$ cat config.mk
export PLATFORM = sky130hd
export DESIGN_NAME = shift_reg_unit
export DESIGN_NICKNAME = d
export VERILOG_FILES = /design/src/rtl/shift_reg_unit.sv
export SDC_FILE = /design/constraint.sdc
export NUM_CORES = 1
export LEC_CHECK = 0
export ABC_AREA = 1
export CAP_MARGIN = 20
export CELL_PAD_IN_SITES_DETAIL_PLACEMENT = 2
export CELL_PAD_IN_SITES_GLOBAL_PLACEMENT = 2
export CORE_MARGIN = 3
export CORE_UTILIZATION = 22
export CTS_CLUSTER_SIZE = 8
export DETAILED_ROUTE_END_ITERATION = 10
export PLACE_DENSITY_LB_ADDON = 0.1
export SLEW_MARGIN = 5
export SYNTH_ARGS = -nofsm -noshare
export SYNTH_HDL_FRONTEND = slang
export SYNTH_SLANG_ARGS = --single-unit
$ cat constraint.sdc
create_clock -name clk -period 1.4 [get_ports clk]
set_input_delay 0.21 -clock clk [delete_from_list [all_inputs] [get_ports clk]]
set_output_delay 0.21 -clock clk [all_outputs]
set_load 0.05 [all_outputs]
$ cat src/rtl/shift_reg_unit.sv
// shift_reg_unit: sequential 32-bit shift/rotate unit feeding the RegShift write-back input.
//
// Ports:
//   clk      rising-edge system clock
//   reset    synchronous, active-high reset
//   start    request pulse, accepted only when not busy (IDLE or DONE)
//   op       000 pass, 001 sll, 010 srl, 011 sra, 100 rotl, 101 rotr, 110/111 pass
//   data_in  operand, latched on an accepted start
//   shamt    shift amount, latched on an accepted start
//   result   registered shift result, valid from done until the next accepted start
//   busy     high while an iterative operation is in progress
//   done     one-cycle pulse marking result valid
//
// Build option: define SHIFT_REG_UNIT_BARREL_EN to compute the whole shift in a single barrel
// stage at the accepted-start edge. In that mode done always follows one cycle after start and
// busy never asserts. Without it, the unit shifts one bit position per clock.
module shift_reg_unit (
  input  logic        clk,
  input  logic        reset,
  input  logic        start,
  input  logic [2:0]  op,
  input  logic [31:0] data_in,
  input  logic [4:0]  shamt,
  output logic [31:0] result,
  output logic        busy,
  output logic        done
);

  typedef enum logic [1:0] {StIdle, StShift, StDone} state_e;

  state_e      state_q, state_d;
  logic [31:0] result_q, result_d;
  logic        accept;

  // A start is only honoured outside SHIFT; nothing is queued.
  assign accept = start && (state_q != StShift);

  assign result = result_q;
  assign busy   = (state_q == StShift);
  assign done   = (state_q == StDone);

`ifdef SHIFT_REG_UNIT_BARREL_EN

  // Rotates use a doubled operand so that shamt=0 needs no special case.
  function automatic logic [31:0] barrel(input logic [31:0] v, input logic [2:0] o,
                                         input logic [4:0] s);
    logic [63:0] rot;
    rot = '0;
    case (o)
      3'b001:  barrel = v << s;
      3'b010:  barrel = v >> s;
      3'b011:  barrel = $unsigned($signed(v) >>> s);
      3'b100: begin
        rot    = {v, v} << s;
        barrel = rot[63:32];
      end
      3'b101: begin
        rot    = {v, v} >> s;
        barrel = rot[31:0];
      end
      default: barrel = v;
    endcase
  endfunction

  always_comb begin
    state_d  = state_q;
    result_d = result_q;
    if (accept) begin
      result_d = barrel(data_in, op, shamt);
      state_d  = StDone;
    end else if (state_q == StDone) begin
      state_d = StIdle;
    end
  end

  always_ff @(posedge clk) begin
    if (reset) begin
      state_q  <= StIdle;
      result_q <= '0;
    end else begin
      state_q  <= state_d;
      result_q <= result_d;
    end
  end

`else

  logic [2:0] op_q, op_d;
  logic [4:0] cnt_q, cnt_d;

  function automatic logic [31:0] step1(input logic [31:0] v, input logic [2:0] o);
    case (o)
      3'b001:  step1 = {v[30:0], 1'b0};
      3'b010:  step1 = {1'b0, v[31:1]};
      3'b011:  step1 = {v[31], v[31:1]};
      3'b100:  step1 = {v[30:0], v[31]};
      3'b101:  step1 = {v[0], v[31:1]};
      default: step1 = v;
    endcase
  endfunction

  always_comb begin
    state_d  = state_q;
    result_d = result_q;
    op_d     = op_q;
    cnt_d    = cnt_q;
    case (state_q)
      StShift: begin
        // Pass ops still count down so every op has the same latency.
        result_d = step1(result_q, op_q);
        cnt_d    = cnt_q - 5'd1;
        if (cnt_q == 5'd1) state_d = StDone;
      end
      default: begin
        if (accept) begin
          result_d = data_in;
          op_d     = op;
          cnt_d    = shamt;
          state_d  = (shamt == 5'd0) ? StDone : StShift;
        end else if (state_q == StDone) begin
          state_d = StIdle;
        end
      end
    endcase
  end

  always_ff @(posedge clk) begin
    if (reset) begin
      state_q  <= StIdle;
      result_q <= '0;
      op_q     <= 3'b000;
      cnt_q    <= '0;
    end else begin
      state_q  <= state_d;
      result_q <= result_d;
      op_q     <= op_d;
      cnt_q    <= cnt_d;
    end
  end

`endif

endmodule

==> flow_metrics.env <==
export IMPL_tightestPinTransition_ns=0.300
export IMPL_worstHoldPathType="reg2reg"
export IMPL_ys_types=22
export IMPL_seqPwrFrac=0.269
export IMPL_dieArea_um2=13900
export IMPL_synth_compound_area_frac=0.100
export IMPL_finalCritPeriodShare=1.07
export IMPL_diodes=0
export IMPL_setup_violations=33
export IMPL_power_density_nw_per_um2=1260
export IMPL_worst_slack_ns=-0.0964
export IMPL_place_ws_ns=-0.109
export IMPL_crit_slowest_cell="dfxtp_2"
export IMPL_power_frac_comb=0.536
export IMPL_clock_latency_ns=0.30
export IMPL_switchingPower_mw=2.53
export IMPL_power_mw=6.09
export IMPL_clock_sinks=42
export IMPL_arrival_ns=1.73
export IMPL_syn_num_nets=527
export IMPL_drive_gt1_frac=0.269
export IMPL_grt_pass1_vias=3683
export IMPL_cp_end_kind="flop"
export IMPL_vias=3378
export IMPL_relSlewSlack=0.800
export IMPL_crit_required_ns=1.63
export IMPL_crit_family="buffers and inverters"
export IMPL_drtIter0Drc=121
export IMPL_synth_area_um2=2760
export IMPL_grt_overflow_total=0
export IMPL_numCtsBuffers=5
export IMPL_fp_row_count=40
export IMPL_fmax_ghz=0.668
export IMPL_globalplace_congestion=0.702
export IMPL_hold_viol=0
export IMPL_port_buffers=76
export IMPL_dp_cells=722
export IMPL_violations="setup timing"
export IMPL_initial_core_util=0.227
export IMPL_irDropWorstVdd_mv=0.435
export IMPL_synth_warnings=0
export IMPL_muxShareOfSynthArea=0
export IMPL_grt_start_max_net_pins=35
export IMPL_synth_top_area_share=0.304
export IMPL_core_um2=12200
export IMPL_fin_crit_ns=1.50
export IMPL_drt_wirelength_per_cell_um=15.6
export IMPL_clkTransAtPathRegs_ns=0.06
export IMPL_antenna_left=0
export IMPL_synth_largest_area_cell="dfxtp_1"
export IMPL_cts_buffer_depth=2
export IMPL_cts_htree_levels=2
export IMPL_synth_edf_count=0
export IMPL_cap_viol_max_count=0
export IMPL_ys_ff_latch=42
export IMPL_start_kind="flop"
export IMPL_root_buffer="clkbuf_16"
export IMPL_die_w_um=118
export IMPL_critPathMaxFanout=14
export IMPL_rsz0062_at_grt="true"
export IMPL_min_path_cells=2
export IMPL_synth_simple_gate_area_frac=0.423
export IMPL_path_cells="inv_4, ha_4, buf_6, nor2_4, inv_2, nand2_8, clkbuf_16, nor2_1, nand2_1, a21oi_2"
export IMPL_drt_wl_total_um=11700
export IMPL_r2r_cells=10
export IMPL_drc=0
export IMPL_grt_pass1_wl_um=18200
export IMPL_synthAdderAreaFrac=0.0272
export IMPL_path_buf_inv=4
export IMPL_outcome="finished, violations left"
export IMPL_die_y_um=118
export IMPL_synthArstFlopShare=0
export IMPL_synth_flop_cell="dfxtp_1"
export IMPL_final_nets=628
export IMPL_setup_tns_ns=-1.70
export IMPL_final_instance_count_excl_fill=747
export IMPL_synth_cells=478
export IMPL_power_frac_clock=0.195
export IMPL_yosysMostFrequentCell="nand2_1"
export IMPL_syn_area_per_cell_um2=5.78
export IMPL_fin_skew_ns=0.00346
export IMPL_grt_use_total=0.159
export IMPL_antenna_found_initial=0
export IMPL_max_stage_delay_ns=0.34
export IMPL_synthTopCellsByCount="nand2_1 (147), nor2_1 (102), inv_1 (51)"
export IMPL_synth_top_family_by_area="simple AND/OR/NAND/NOR gates"
export IMPL_dr_pass1_iters=4
export IMPL_seq_area_frac_synth=0.304
export IMPL_pin_count=77
export IMPL_hold_buffers=0
export IMPL_switching_share=0.415
export IMPL_crit_type="reg2reg"
export IMPL_internal_power_mw=3.56
export IMPL_dp_hpwl_um=7420
export IMPL_drt_vias_per_instance=4.52
export IMPL_yosys_top_cells_area="dfxtp_1 (30%), nand2_1 (20%), nor2_1 (14%), a21oi_1 (7.2%), inv_1 (6.9%)"
export IMPL_synth_xor_xnor_area_share=0.00317
export IMPL_p_leak_nw=1.92
export IMPL_cts_tree="yes"
export IMPL_drv_slew=0
export IMPL_syn_to_final_growth_pct=75.4
export IMPL_path_depth=10
## worst min-delay path, cell delays in order, from the launching register on
cell and delay (ns):
dfxtp_2 0.35, nand2_1 0.07, a21oi_1 0.05
## flip-flops by register name (all words and copies together) (netlist names)
signal / cells
cnt_q: 5
op_q: 3
result: 32
state_q: 2
## power groups by stage
| stage | logic, mW | clock network (mW) | registers (mW) |
|---|---|---|---|
| floorplan | 1.16 | 0 | 2.00 |
| global placement | 2.72 | 0 | 1.66 |
| detailed placement | 2.78 | 0 | 1.67 |
| CTS | 2.93 | 1.22 | 1.64 |
| global route | 3.55 | 1.28 | 1.67 |
| finish | 3.26 | 1.19 | 1.64 |
## layout make-up
cell class	count	area, um2
Fill cell	1429	7310
Tap cell	168	210
Timing Repair Buffer	121	1680
Sequential cell	42	846
Multi-Input combinational cell	354	1770
Inverter	55	218
Clock buffer	7	133
## stage by stage
step / instance area [um2] / hold WS [ns] / utilization
floorplan: 2800 / 0.378 / -
global placement: 4230 / 0.482 / 0.348
detailed placement: 4230 / 0.503 / 0.348
CTS: 4470 / 0.513 / 0.368
global route: 4850 / 0.538 / 0.399
finish: 4850 / 0.512 / 0.399
## timing repair
item / CTS / global route
buffers inserted: 2 / 13
endpoints found under the setup margin: 33 / 37
gates resized for setup: 9 / 68
pin swaps: 2 / 10
gates cloned: 2 / 3
## worst paths after layout
path	from	endpoint	slack (ns)
worst min register to register	state_q[0]	state_q[0]	0.51
worst min-delay path	state_q[0]	state_q[0]	0.51
worst max register to register	state_q[1]	result[7]	-0.1
worst max-delay path	state_q[1]	result[7]	-0.1
## layer usage
| metal | global-route usage | wire length (um) | part of all wire |
|---|---|---|---|
| met1 | 0.184 | 5040 | 0.43 |
| met2 | 0.295 | 6140 | 0.53 |
| met3 | 0.0360 | 383 | 0.033 |
| met4 | 0.0352 | 98 | 0.0084 |
| met5 | 0 | 0 | 0 |
## logic make-up (layout without fill, tap and decap cells)
family,Yosys count,after routing
buf+inv,82,183
simple gates,293,293
compound gates,54,54
xor+xnor,1,1
flops,42,42
fa+ha+maj,6,6
## cells in the final DEF, fill, tap and decap left out, types with 2 or more instances in the layout
| cell type | count |
|---|---|
| nand2_1 | 140 |
| nor2_1 | 79 |
| inv_1 | 48 |
| buf_12 | 44 |
| clkdlybuf4s50_1 | 42 |
| dfxtp_1 | 38 |
| nand3_1 | 34 |
| buf_4 | 25 |
| a21oi_1 | 24 |
| nor2_2 | 22 |
| a21oi_2 | 16 |
| clkbuf_16 | 8 |
| o21ai_0 | 7 |
| nand2_2 | 6 |
| buf_6 | 5 |
| nor2_4 | 4 |
| dfxtp_2 | 4 |
| inv_2 | 3 |
| inv_4 | 3 |
| nand3_2 | 3 |
| ha_1 | 3 |
| nand2_4 | 2 |
| o21ai_1 | 2 |
| ha_4 | 2 |
| clkbuf_1 | 2 |
| buf_16 | 2 |
No activity file was read; power rests on OpenSTA's default activity.
